[src/rtl/ibus_dbus_arbiter_pkg.sv]
`default_nettype none
// ============================================================================
//  Module   : ibus_dbus_arbiter_pkg
//  Brief    : Shared memory-bus definitions: arbiter FSM states, grant owner
//             encoding and a counter-width helper.
//  Revision : 1.0 - initial release
// ============================================================================
package ibus_dbus_arbiter_pkg;

  // Arbiter FSM: idle, or one requester owns the shared memory port.
  typedef enum logic [1:0] {
    ST_IDLE     = 2'd0,
    ST_IF_BUSY  = 2'd1,
    ST_LSU_BUSY = 2'd2
  } arb_state_e;

  // Identity of the requester granted the shared port.
  typedef enum logic {
    OWN_IF  = 1'b0,
    OWN_LSU = 1'b1
  } arb_owner_e;

  // Width of a counter that must hold values 0 .. limit-1 (at least 1 bit).
  function automatic int cnt_width(input int limit);
    return (limit < 2) ? 1 : $clog2(limit);
  endfunction

endpackage
`default_nettype wire

[src/rtl/ibus_dbus_arbiter.sv]
`default_nettype none
// ============================================================================
//  Module   : ibus_dbus_arbiter
//  Brief    : Round-robin arbiter sharing one memory port between the fetch
//             (IF) and load/store (LSU) buses, with flush-drop handling and
//             an acknowledge timeout.
//  Revision : 1.0 - initial release
// ============================================================================
module ibus_dbus_arbiter
  import ibus_dbus_arbiter_pkg::*;
#(
  parameter int ADDR_W  = 32,
  parameter int DATA_W  = 32,
  parameter int TIMEOUT = 255
) (
  input  logic                clk,
  input  logic                rst_n,
  input  logic                if_req_i,
  input  logic [ADDR_W-1:0]   if_addr_i,
  input  logic                if_kill_i,
  output logic [DATA_W-1:0]   if_rdata_o,
  output logic                if_ack_o,
  input  logic                lsu_req_i,
  input  logic                lsu_we_i,
  input  logic [DATA_W/8-1:0] lsu_sel_i,
  input  logic [ADDR_W-1:0]   lsu_addr_i,
  input  logic [DATA_W-1:0]   lsu_wdata_i,
  input  logic                lsu_flush_i,
  output logic [DATA_W-1:0]   lsu_rdata_o,
  output logic                lsu_ack_o,
  output logic                mem_req_o,
  output logic                mem_we_o,
  output logic [DATA_W/8-1:0] mem_sel_o,
  output logic [ADDR_W-1:0]   mem_addr_o,
  output logic [DATA_W-1:0]   mem_wdata_o,
  input  logic [DATA_W-1:0]   mem_rdata_i,
  input  logic                mem_ack_i,
  output logic                err_o
);

  localparam int SEL_W = DATA_W / 8;
  localparam int CNT_W = cnt_width(TIMEOUT);
  // Busy cycle index (0-based) in which an unacknowledged access times out.
  localparam logic [CNT_W-1:0] CNT_LAST = CNT_W'((TIMEOUT > 0) ? TIMEOUT - 1 : 0);

  arb_state_e         state_q, state_d;
  arb_owner_e         last_q, last_d;
  logic               mem_req_q, mem_req_d;
  logic               mem_we_q, mem_we_d;
  logic [SEL_W-1:0]   mem_sel_q, mem_sel_d;
  logic [ADDR_W-1:0]  mem_addr_q, mem_addr_d;
  logic [DATA_W-1:0]  mem_wdata_q, mem_wdata_d;
  logic               drop_q, drop_d;
  logic [CNT_W-1:0]   cnt_q, cnt_d;

  logic               w_busy, w_kill, w_timeout, w_done, w_ack;
  logic               w_if_ok, w_lsu_ok;
  arb_owner_e         w_pick;

  // State register: synchronous active-low reset abandons any transaction.
  always_ff @(posedge clk) begin
    if (!rst_n) begin
      state_q     <= ST_IDLE;
      last_q      <= OWN_IF;
      mem_req_q   <= 1'b0;
      mem_we_q    <= 1'b0;
      mem_sel_q   <= '0;
      mem_addr_q  <= '0;
      mem_wdata_q <= '0;
      drop_q      <= 1'b0;
      cnt_q       <= '0;
    end else begin
      state_q     <= state_d;
      last_q      <= last_d;
      mem_req_q   <= mem_req_d;
      mem_we_q    <= mem_we_d;
      mem_sel_q   <= mem_sel_d;
      mem_addr_q  <= mem_addr_d;
      mem_wdata_q <= mem_wdata_d;
      drop_q      <= drop_d;
      cnt_q       <= cnt_d;
    end
  end

  // Grant selection, completion/timeout detection and combinational acks.
  always_comb begin
    state_d     = state_q;
    last_d      = last_q;
    mem_req_d   = mem_req_q;
    mem_we_d    = mem_we_q;
    mem_sel_d   = mem_sel_q;
    mem_addr_d  = mem_addr_q;
    mem_wdata_d = mem_wdata_q;
    drop_d      = drop_q;
    cnt_d       = cnt_q;

    w_busy    = (state_q != ST_IDLE);
    // Only the flush of the current owner matters while busy.
    w_kill    = (state_q == ST_IF_BUSY) ? if_kill_i : lsu_flush_i;
    // A real ack in the last allowed cycle wins over the timeout.
    w_timeout = w_busy && !mem_ack_i && (TIMEOUT > 0) && (cnt_q == CNT_LAST);
    w_done    = w_busy && (mem_ack_i || w_timeout);
    w_ack     = w_done && !drop_q && !w_kill;

    if_ack_o    = w_ack && (state_q == ST_IF_BUSY);
    lsu_ack_o   = w_ack && (state_q == ST_LSU_BUSY);
    // Timed-out completions return zero data; idle outputs never leak data.
    if_rdata_o  = (if_ack_o && mem_ack_i) ? mem_rdata_i : '0;
    lsu_rdata_o = (lsu_ack_o && mem_ack_i) ? mem_rdata_i : '0;
    err_o       = w_timeout;

    w_if_ok  = if_req_i && !if_kill_i;
    w_lsu_ok = lsu_req_i && !lsu_flush_i;
    if (w_if_ok && w_lsu_ok) begin
      w_pick = (last_q == OWN_IF) ? OWN_LSU : OWN_IF;
    end else if (w_lsu_ok) begin
      w_pick = OWN_LSU;
    end else begin
      w_pick = OWN_IF;
    end

    case (state_q)
      ST_IDLE: begin
        if (w_if_ok || w_lsu_ok) begin
          last_d    = w_pick;
          mem_req_d = 1'b1;
          drop_d    = 1'b0;
          cnt_d     = '0;
          if (w_pick == OWN_IF) begin
            state_d     = ST_IF_BUSY;
            mem_we_d    = 1'b0;
            mem_sel_d   = '1;
            mem_addr_d  = if_addr_i;
            mem_wdata_d = '0;
          end else begin
            state_d     = ST_LSU_BUSY;
            mem_we_d    = lsu_we_i;
            mem_sel_d   = lsu_sel_i;
            mem_addr_d  = lsu_addr_i;
            mem_wdata_d = lsu_wdata_i;
          end
        end
      end
      ST_IF_BUSY, ST_LSU_BUSY: begin
        if (w_done) begin
          state_d   = ST_IDLE;
          mem_req_d = 1'b0;
        end else begin
          cnt_d  = cnt_q + CNT_W'(1);
          // The memory access still runs to completion; only the ack is lost.
          drop_d = drop_q | w_kill;
        end
      end
      default: begin
        state_d   = ST_IDLE;
        mem_req_d = 1'b0;
      end
    endcase
  end

  assign mem_req_o   = mem_req_q;
  assign mem_we_o    = mem_we_q;
  assign mem_sel_o   = mem_sel_q;
  assign mem_addr_o  = mem_addr_q;
  assign mem_wdata_o = mem_wdata_q;

endmodule
`default_nettype wire

[config.mk]
export PLATFORM = sky130hd
export DESIGN_NAME = ibus_dbus_arbiter
export DESIGN_NICKNAME = d
export VERILOG_FILES = /design/src/rtl/ibus_dbus_arbiter_pkg.sv /design/src/rtl/ibus_dbus_arbiter.sv
export SDC_FILE = /design/constraint.sdc
export NUM_CORES = 1
export LEC_CHECK = 0
export CAP_MARGIN = 20
export CORE_MARGIN = 1.5
export CORE_UTILIZATION = 37
export CTS_BUF_LIST = sky130_fd_sc_hd__clkbuf_8
export DETAILED_ROUTE_END_ITERATION = 10
export GPL_TIMING_DRIVEN = 1
export PLACE_DENSITY = 0.83
export SKIP_CTS_REPAIR_TIMING = 1
export SYNTH_ARGS = -nofsm -noshare
export SYNTH_HDL_FRONTEND = slang
export SYNTH_SLANG_ARGS = --single-unit
[constraint.sdc]
create_clock -name clk -period 2.25 [get_ports clk]
set_input_delay 0.225 -clock clk [delete_from_list [all_inputs] [get_ports clk]]
set_output_delay 0.225 -clock clk [all_outputs]
set_load 0.1 [all_outputs]
## Yosys cells after proc, flatten, opt, wreduce, memory -nomap -nowiden

Index checks and enable logic that the tools add are counted.

- Bits in read-only memories: 0
- Register bits after elaboration: 82
- Logic and storage cells: 66
- Bits in latches: 0
- Bits in writable memories: 0
- Memories kept: 0
- Output and inout port bits: 137

- Eq/ne operators: 6
- Muxes and demuxes: 23
- Add/sub/neg operators: 1
- Reduce and logical (&&, ||, !) cells: 26
- Bitwise operators: 1
- Shift operators: 0
- Divide/modulo/power cells: 0
- $mul: 0
- $lt $le $gt $ge: 0

Operators with widths:

| operator | number |
|---|---|
| $mux 32 | 4 |
| $mux 8 | 2 |
| $pmux 8 s2 | 1 |
| $logic_and 1x1->1 | 12 |
| $mux 1 | 9 |
| $add 8x1->8 const B | 1 |
| $eq 8x8->1 const B | 1 |
| $mux 2 | 3 |
| $ne 2x2->1 const B | 3 |
| $logic_not 1->1 | 5 |
| $mux 4 | 1 |
| $pmux 1 s2 | 2 |
| $pmux 2 s2 | 1 |
| $reduce_and 2->1 | 2 |
| $reduce_bool 2->1 | 2 |
| $reduce_and 3->1 | 1 |
| $eq 2x1->1 const B | 1 |
| $eq 2x2->1 const B | 1 |
| $logic_not 2->1 | 1 |
| $logic_or 1x1->1 | 2 |
| $reduce_or 2->1 | 1 |
| $or 1x1->1 | 1 |

## Logic depth before layout (Yosys ltp)

Gate-level depths: netlist of run 1.

- Depth in word-level cells: 10
- Mapped depth: 8

## Worst setup path after synthesis of run 1

No wires, ideal clock.

- Kind: flip-flop to output port
- Start point: reg state_q[0]
- End point: out err_o
- Arrival: 2.927 ns
- Setup slack: -0.902 ns
- Stages on the path, launching flop included: 5
- Data required time: 2.025 ns
- Path through: dfxtp_1 -> inv_1 -> ha_1 -> nand4b_2 -> nor3_1

- Longest elaborated chain between the ends: 3

Ends and longest elaborated chain:

| what | line | text |
|---|---|---|
| start: declaration | ibus_dbus_arbiter.sv:46 | `arb_state_e state_q, state_d;` |
| start signal: assignment | ibus_dbus_arbiter.sv:73 | `state_q <= state_d;` |
| $reduce_bool 2->1 | ibus_dbus_arbiter.sv:97 | `w_busy = (state_q != ST_IDLE);` |
| $logic_and 1x1->1 (2 in series) | ibus_dbus_arbiter.sv:101 | `w_timeout = w_busy && !mem_ack_i && (TIMEOUT > 0) && (cnt_q == CNT_LAST);` |
| end: declaration | ibus_dbus_arbiter.sv:38 | `output logic err_o` |

Every way passes these cells.

## Final worst setup path of run 1

- Start point: reg state_q[1]
- End point: out lsu_rdata_o[8]

- Longest elaborated chain between the ends: 10
- Elaborated cells between the ends (all ways): 14
- Classes of those cells: eq/ne: 2; mux: 2; reduce/logical: 10

Ends and longest elaborated chain:

| what | line | text |
|---|---|---|
| $reduce_bool 2->1 | ibus_dbus_arbiter.sv:97 |  |
| $logic_and 1x1->1 (2 in series) | ibus_dbus_arbiter.sv:101 |  |
| $logic_or 1x1->1 | ibus_dbus_arbiter.sv:102 | `w_done = w_busy && (mem_ack_i \|\| w_timeout);` |
| $logic_and 1x1->1 | ibus_dbus_arbiter.sv:102 |  |
| $logic_and 1x1->1 (2 in series) | ibus_dbus_arbiter.sv:103 | `w_ack = w_done && !drop_q && !w_kill;` |
| $logic_and 1x1->1 * | ibus_dbus_arbiter.sv:106 | `lsu_ack_o = w_ack && (state_q == ST_LSU_BUSY);` |
| $logic_and 1x1->1 * | ibus_dbus_arbiter.sv:109 | `lsu_rdata_o = (lsu_ack_o && mem_ack_i) ? mem_rdata_i : '0;` |
| $mux 32 * | ibus_dbus_arbiter.sv:109 |  |
| end: declaration | ibus_dbus_arbiter.sv:29 | `output logic [DATA_W-1:0] lsu_rdata_o,` |

Mark *: on every way between the ends. The rest lies on a longest branch, timed or not.

==> run metrics, run 1 <==
outcome finished with violations; violated checks setup timing; Relative slew margins 0.705; Max Slew Vio Count 0; largest family of logic cells by synthesized area simple AND/OR/NAND/NOR gates; pre-CTS WS 0.238 ns; clock sink count 82; design area 0.00792 mm^2; max_cap viols 0; Most used DFF post-synth dfxtp_1; TritonRoute pass-1 iters 4; final worst-path setup slack -0.0599 ns; Worst-Margin Slew 0.442 ns; simple-gate share of the synthesized area 0.285; Hold Slack 0.449 ns; antenna-violating nets left 0; # rows 38; top-count cell post-synth dfxtp_1; chip width 108 um; DRC viols 0; CTS max path bufs 2; nets@finish 888; flops & latches, synth 82; mapped cell area 0.00407 mm^2; reg2reg path depth 7; Initial Utilization 0.377; Peak Freq 433 MHz; DRT Wirelength 15400 um; Worst Path Required 2.03 ns; power per cell area 624 mW/mm^2; Area after DPL 0.00754 mm^2; Ports 277; clock slew seen by the registers of the worst setup and hold paths 0.08 ns; largest net degree at the start of global routing 43; syn_area_per_cell 8.63 um^2; syn_nets 616; Final setup viols 29; Max VDD drop 0.000557 V; antenna violations before repair 0; antenna fix cells 0; register area share after synthesis 0.404; top-area cell type share of the netlist area 0.404; clk_skew 0.00698 ns; Die ar. 0.0116 mm^2; I/O Buffers 276; FF/Latch Area 0.00165 mm^2; Post-Synth XOR/XNOR Area 0; top cells by count, synth dfxtp_1, nand2_1, and2_1; post-synthesis cell count 471; complex-gate fraction of the synthesized area 0.220; gr usage total 0.245; critical path arrival 2.08 ns; mux contribution to synthesized area 0.00985; Netlist cell types 50; r2r endpoint mem_addr_o[5]; number of synthesized flops with an enable pin 0; Adder-Cell Fraction of Synth Area 0.0154; Async SR Flop Fraction 0; CORE AREA 0.0108 mm^2; Vias/cell 5.21; Worst Setup Path Type reg2out; CP Capture Type primary output; Num CTS Buffers 9; Finished Layout Cells 888; final design utilization 0.734; first-pass GRT wire length 22300 um; share of cells above drive strength 1 0.381; Worst-Skew Late Latency 0.34 ns; FF-to-FF setup slack 0.39 ns; DIE HEIGHT 108 um; HP Class in2reg; multi-input logic area 0.00233 mm^2; First DRT Iteration DRCs 279; crit path time final 2.31 ns; placer congestion estimate 0.907; post-DP HPWL 11500 um; total number of vias 4629; Critical Path Source state_q[1]; grt ovf 0; vias in the first global route 4463; final-report hold violation count 0; fin crit share 1.03; largest area contributor in the synthesized netlist dfxtp_1; critical path peak fanout 8; CP Launch Type register; clock root buffer clkbuf_8; Fillers 743; R2R Path Start state_q[0]; Routed wire per std cell 17.4 um; Synth Warn # 0; standby leakage power 3.21 nW; top cells by area, synth dfxtp_1, and2_1, a311oi_1; CTS tree yes; htree depth 3; Area growth, synth to finish 94.7%; unrepaired setup endpoints after global routing yes; Setup crit end lsu_rdata_o[8]; Cells after DPL 866
[metal layers]
metal  part of all wire  vias up  global-route usage  wire length, um
met5                  0        -                   0                0
met4              0.026        0               0.103              405
met1               0.36     2191               0.258             5610
li1                   -     2198                   -                -
met2               0.54      209               0.459             8330
met3              0.070       31              0.0593             1090
[cell type report]
| type | instances | share of cell area |
|---|---|---|
| multi-input combinational | 344 | 0.294 |
| sequential | 82 | 0.208 |
| timing repair buffer | 299 | 0.448 |
| inverter | 7 | 0.00332 |
| clock buffer | 11 | 0.0191 |
| tap | 140 | 0.0221 |
| clock inverter | 5 | 0.00585 |
[worst min-delay path by stage]
stage                                from              end  cells after the start
after floorplan           lsu_wdata_i[22]  mem_wdata_o[22]                      2
after global placement          mem_req_o        mem_req_o                      2
after detailed placement        mem_req_o        mem_req_o                      2
after CTS                  lsu_addr_i[15]   mem_addr_o[15]                      3
after global routing         if_addr_i[1]    mem_addr_o[1]                      3
final                       lsu_addr_i[1]    mem_addr_o[1]                      3
[sequential cells by signal, indices dropped and copies added (netlist names), 2 cells and up]
register	cells
mem_sel_o	4
cnt_q	8
mem_wdata_o	32
mem_addr_o	32
state_q	2
[power by group]
part           internal [mW]  leakage (nW)  total (mW)  switching (mW)
Sequential              1.60         0.674        1.69          0.0896
Clock                  0.561         0.113        1.07           0.508
Combinational          0.663          2.42        2.19            1.53
Total                   2.82          3.21        4.94            2.12
[worst max-delay path, cell delays in order (launching register included)]
cell and delay [ns]:
dfxtp_2 0.34, inv_2 0.08, ha_4 0.14, mux2i_2 0.25, nand3_2 0.13, nor2_4 0.26, clkbuf_16 0.21, and2_4 0.16
buf_12 0.17
[layout by cell type, fill, tap and decap left out, types with 3 or more instances in the layout]
master and instances:
a21oi_1 7, mux2i_1 3, nand3b_1 3, inv_1 8, clkbuf_8 11, a311oi_1 32
a22oi_2 10, and2_2 30, ha_1 3, nand4_1 3, o211ai_1 4, nor2_1 56
a22oi_1 23, dfxtp_1 80, nor2_2 12, nand2_1 69, o221a_2 4, buf_4 84
clkdlybuf4s50_1 139, o21ai_0 3, nand3_1 11, and2_4 34, buf_12 73
[stage by stage]
step / total power, mW / setup TNS [ns]
after global routing: 5.13 / -2.81
after detailed placement: 3.86 / 0
after CTS: 4.93 / -1.70
after floorplan: 3.22 / -0.0463
final: 4.94 / -0.887
after global placement: 3.82 / 0
[logic make-up (layout without fill, tap and decap cells)]
group,after synthesis,count (layout)
AO/OA/AOI/OAI,103,103
adder cells (fa/ha/maj),5,5
buffers and inverters,45,322
flip-flops,82,82
multiplexers,4,4
AND/OR/NAND/NOR,232,232
(Power assumes the default switching activity.)
==> inputs of run 2 (changes only) <==
--- a/config.mk
+++ b/config.mk
@@ -6,12 +6,14 @@
 export NUM_CORES = 1
 export LEC_CHECK = 0
 export CAP_MARGIN = 20
+export CELL_PAD_IN_SITES_DETAIL_PLACEMENT = 1
+export CELL_PAD_IN_SITES_GLOBAL_PLACEMENT = 2
 export CORE_MARGIN = 1.5
-export CORE_UTILIZATION = 37
+export CORE_UTILIZATION = 19
 export CTS_BUF_LIST = sky130_fd_sc_hd__clkbuf_8
 export DETAILED_ROUTE_END_ITERATION = 10
 export GPL_TIMING_DRIVEN = 1
-export PLACE_DENSITY = 0.83
+export PLACE_DENSITY_LB_ADDON = 0.1
 export SKIP_CTS_REPAIR_TIMING = 1
 export SYNTH_ARGS = -nofsm -noshare
 export SYNTH_HDL_FRONTEND = slang
==> run 2 against run 1 <==
  * The flow still finishes with violations (setup timing)
  * Register-to-register slack got worse by 0.05 ns
  * Total power rose by 1.9%
  * Maximum frequency fell by 1.3%
  * Hold slack got worse by 0.028 ns
  * Die area rose by 92%
  * Design area rose by 4.5%
  * Utilization fell by 34 points
  * Clock skew rose by 0.0056 ns
  * Critical path type unchanged
  * Critical endpoint is now lsu_rdata_o[22]
  * Highest routed layer unchanged
==> run metrics, run 2 (same netlist as run 1, synthesis figures left out) <==
Initial Utilization 0.193; violated checks setup timing; antenna fix cells 0; critical path peak fanout 8; CP cell instances inv_4 > ha_4 > mux2i_4 > nand3_2 > nor2_4 > clkbuf_16 > and2_4 > buf_12; final design utilization 0.393; clock sink count 82; HP Class in2reg; worst path bufs/invs 3; nets@finish 896; Peak Freq 427 MHz; placer congestion estimate 0.818; Max Slew Vio Count 0; CORE AREA 0.0210 mm^2; largest net degree at the start of global routing 69; share of cells above drive strength 1 0.393; gr busiest metal met2; post-DP HPWL 13700 um; Relative slew margins 0.604; CP Launch Type register; grt ovf 0; DRT Wirelength 18500 um; first-pass GRT wire length 26600 um; fin crit share 1.04; TNS Setup -2.41 ns; Worst-Margin Slew 0.592 ns; clk_skew 0.0126 ns; Max stage delay on crit path 0.37 ns; htree depth 3; antenna-violating nets left 0; GR Layer Usage met1 0.177; gr usage total 0.154; CP Capture Type primary output; final worst-path setup slack -0.0909 ns; Max VDD drop 0.000297 V; Worst-Skew Late Latency 0.37 ns; critical path arrival 2.12 ns; Area growth, synth to finish 103%; CTS max path bufs 2; standby leakage power 3.25 nW; GR Util met3 0.0495; Routed wire per std cell 18.0 um; # rows 53; DRC viols 0; Die ar. 0.0223 mm^2; clock root buffer clkbuf_8; max_cap viols 0; vias in the first global route 4766; Vias/cell 4.47; antenna violations before repair 0; CP delay by family, top simple AND/OR/NAND/NOR gates; crit path time final 2.34 ns; DIE HEIGHT 149 um; most common cell after layout, fill and taps aside clkdlybuf4s50_1; outcome finished with violations; pre-CTS WS 0.0613 ns; Num CTS Buffers 9; Ports 277; final-report hold violation count 0; clock slew seen by the registers of the worst setup and hold paths 0.09 ns; Worst Setup Path Type reg2out; TritonRoute pass-1 iters 4; CTS tree yes; met2 Track Usage GR 0.274; First DRT Iteration DRCs 130; chip width 149 um; commonest non-fill, non-tap cells in the layout clkdlybuf4s50_1, buf_4, dfxtp_1; total power 5.04 mW; Final setup viols 32; total number of vias 4604; I/O Buffers 276; Crit-path slowest cell dfxtp_4; Worst Path Required 2.03 ns; power per cell area 609 mW/mm^2; unrepaired setup endpoints after global routing yes
==> run 2: changes by cell type in the layout (fill, tap and decap cells not counted), sizes merged <==
| cell | delta |
|---|---|
| clkinvlp | +4 |
| buf | +6 |
| inv | -3 |
| clkinv | +1 |
==> run 2: through the flow <==
| stage | std cells | instance area [um^2] | hold WS (ns) |
|---|---|---|---|
| finish | 1031 | 8270 | 0.421 |
| global route | 1031 | 8270 | 0.398 |
| CTS | 1016 | 7940 | 0.391 |
| detailed placement | 1000 | 7750 | 0.474 |
| global placement | 1000 | 7750 | 0.463 |
| floorplan | 471 | 4150 | 0.375 |
==> run 2: report_power, final <==
group | switching (mW) | leakage (nW) | internal (mW) | total [mW]
sequential | 0.0915 | 0.674 | 1.60 | 1.69
combinational | 1.55 | 2.49 | 0.713 | 2.26
clock | 0.582 | 0.0873 | 0.508 | 1.09
==> run 2: worst min-delay path, stage by stage <==
cell and delay (ns):
clkdlybuf4s50_1 0.39, nand2_1 0.05, a311oi_1 0.07
==> run 2: worst paths after layout <==
check / startpoint / to / slack (ns) / cells after the start
setup reg to reg: state_q[0] / mem_wdata_o[15] / 0.34 / 8
hold / removal: lsu_addr_i[19] / mem_addr_o[19] / 0.42 / 3
hold reg to reg: mem_req_o / mem_req_o / 0.48 / 2
setup / recovery: state_q[1] / lsu_rdata_o[22] / -0.09 / 8
==> run 2: layer usage <==
metal	wire length, um	share of wire
met5	0	0
met4	410	0.022
met3	1430	0.077
met2	9490	0.51
met1	7200	0.39
==> run 2: final cells by class <==
type                    count  area (um^2)
fillers                  2399        12800
repair buffers            307         3680
multi-input cells         344         2370
flip-flops and latches     82         1650
well taps                 275          344
clock buffers               9          124
clock inverters             7         70.1
inverters                   7         28.8
==> inputs of run 3 (changes only) <==
--- a/config.mk
+++ b/config.mk
@@ -12,6 +12,7 @@
 export CORE_UTILIZATION = 19
 export CTS_BUF_LIST = sky130_fd_sc_hd__clkbuf_8
 export DETAILED_ROUTE_END_ITERATION = 10
+export GPL_ROUTABILITY_DRIVEN = 0
 export GPL_TIMING_DRIVEN = 1
 export PLACE_DENSITY_LB_ADDON = 0.1
 export SKIP_CTS_REPAIR_TIMING = 1
==> results of run 3 <==
No change in the layout: final DEF, timing and power equal those of run 2.
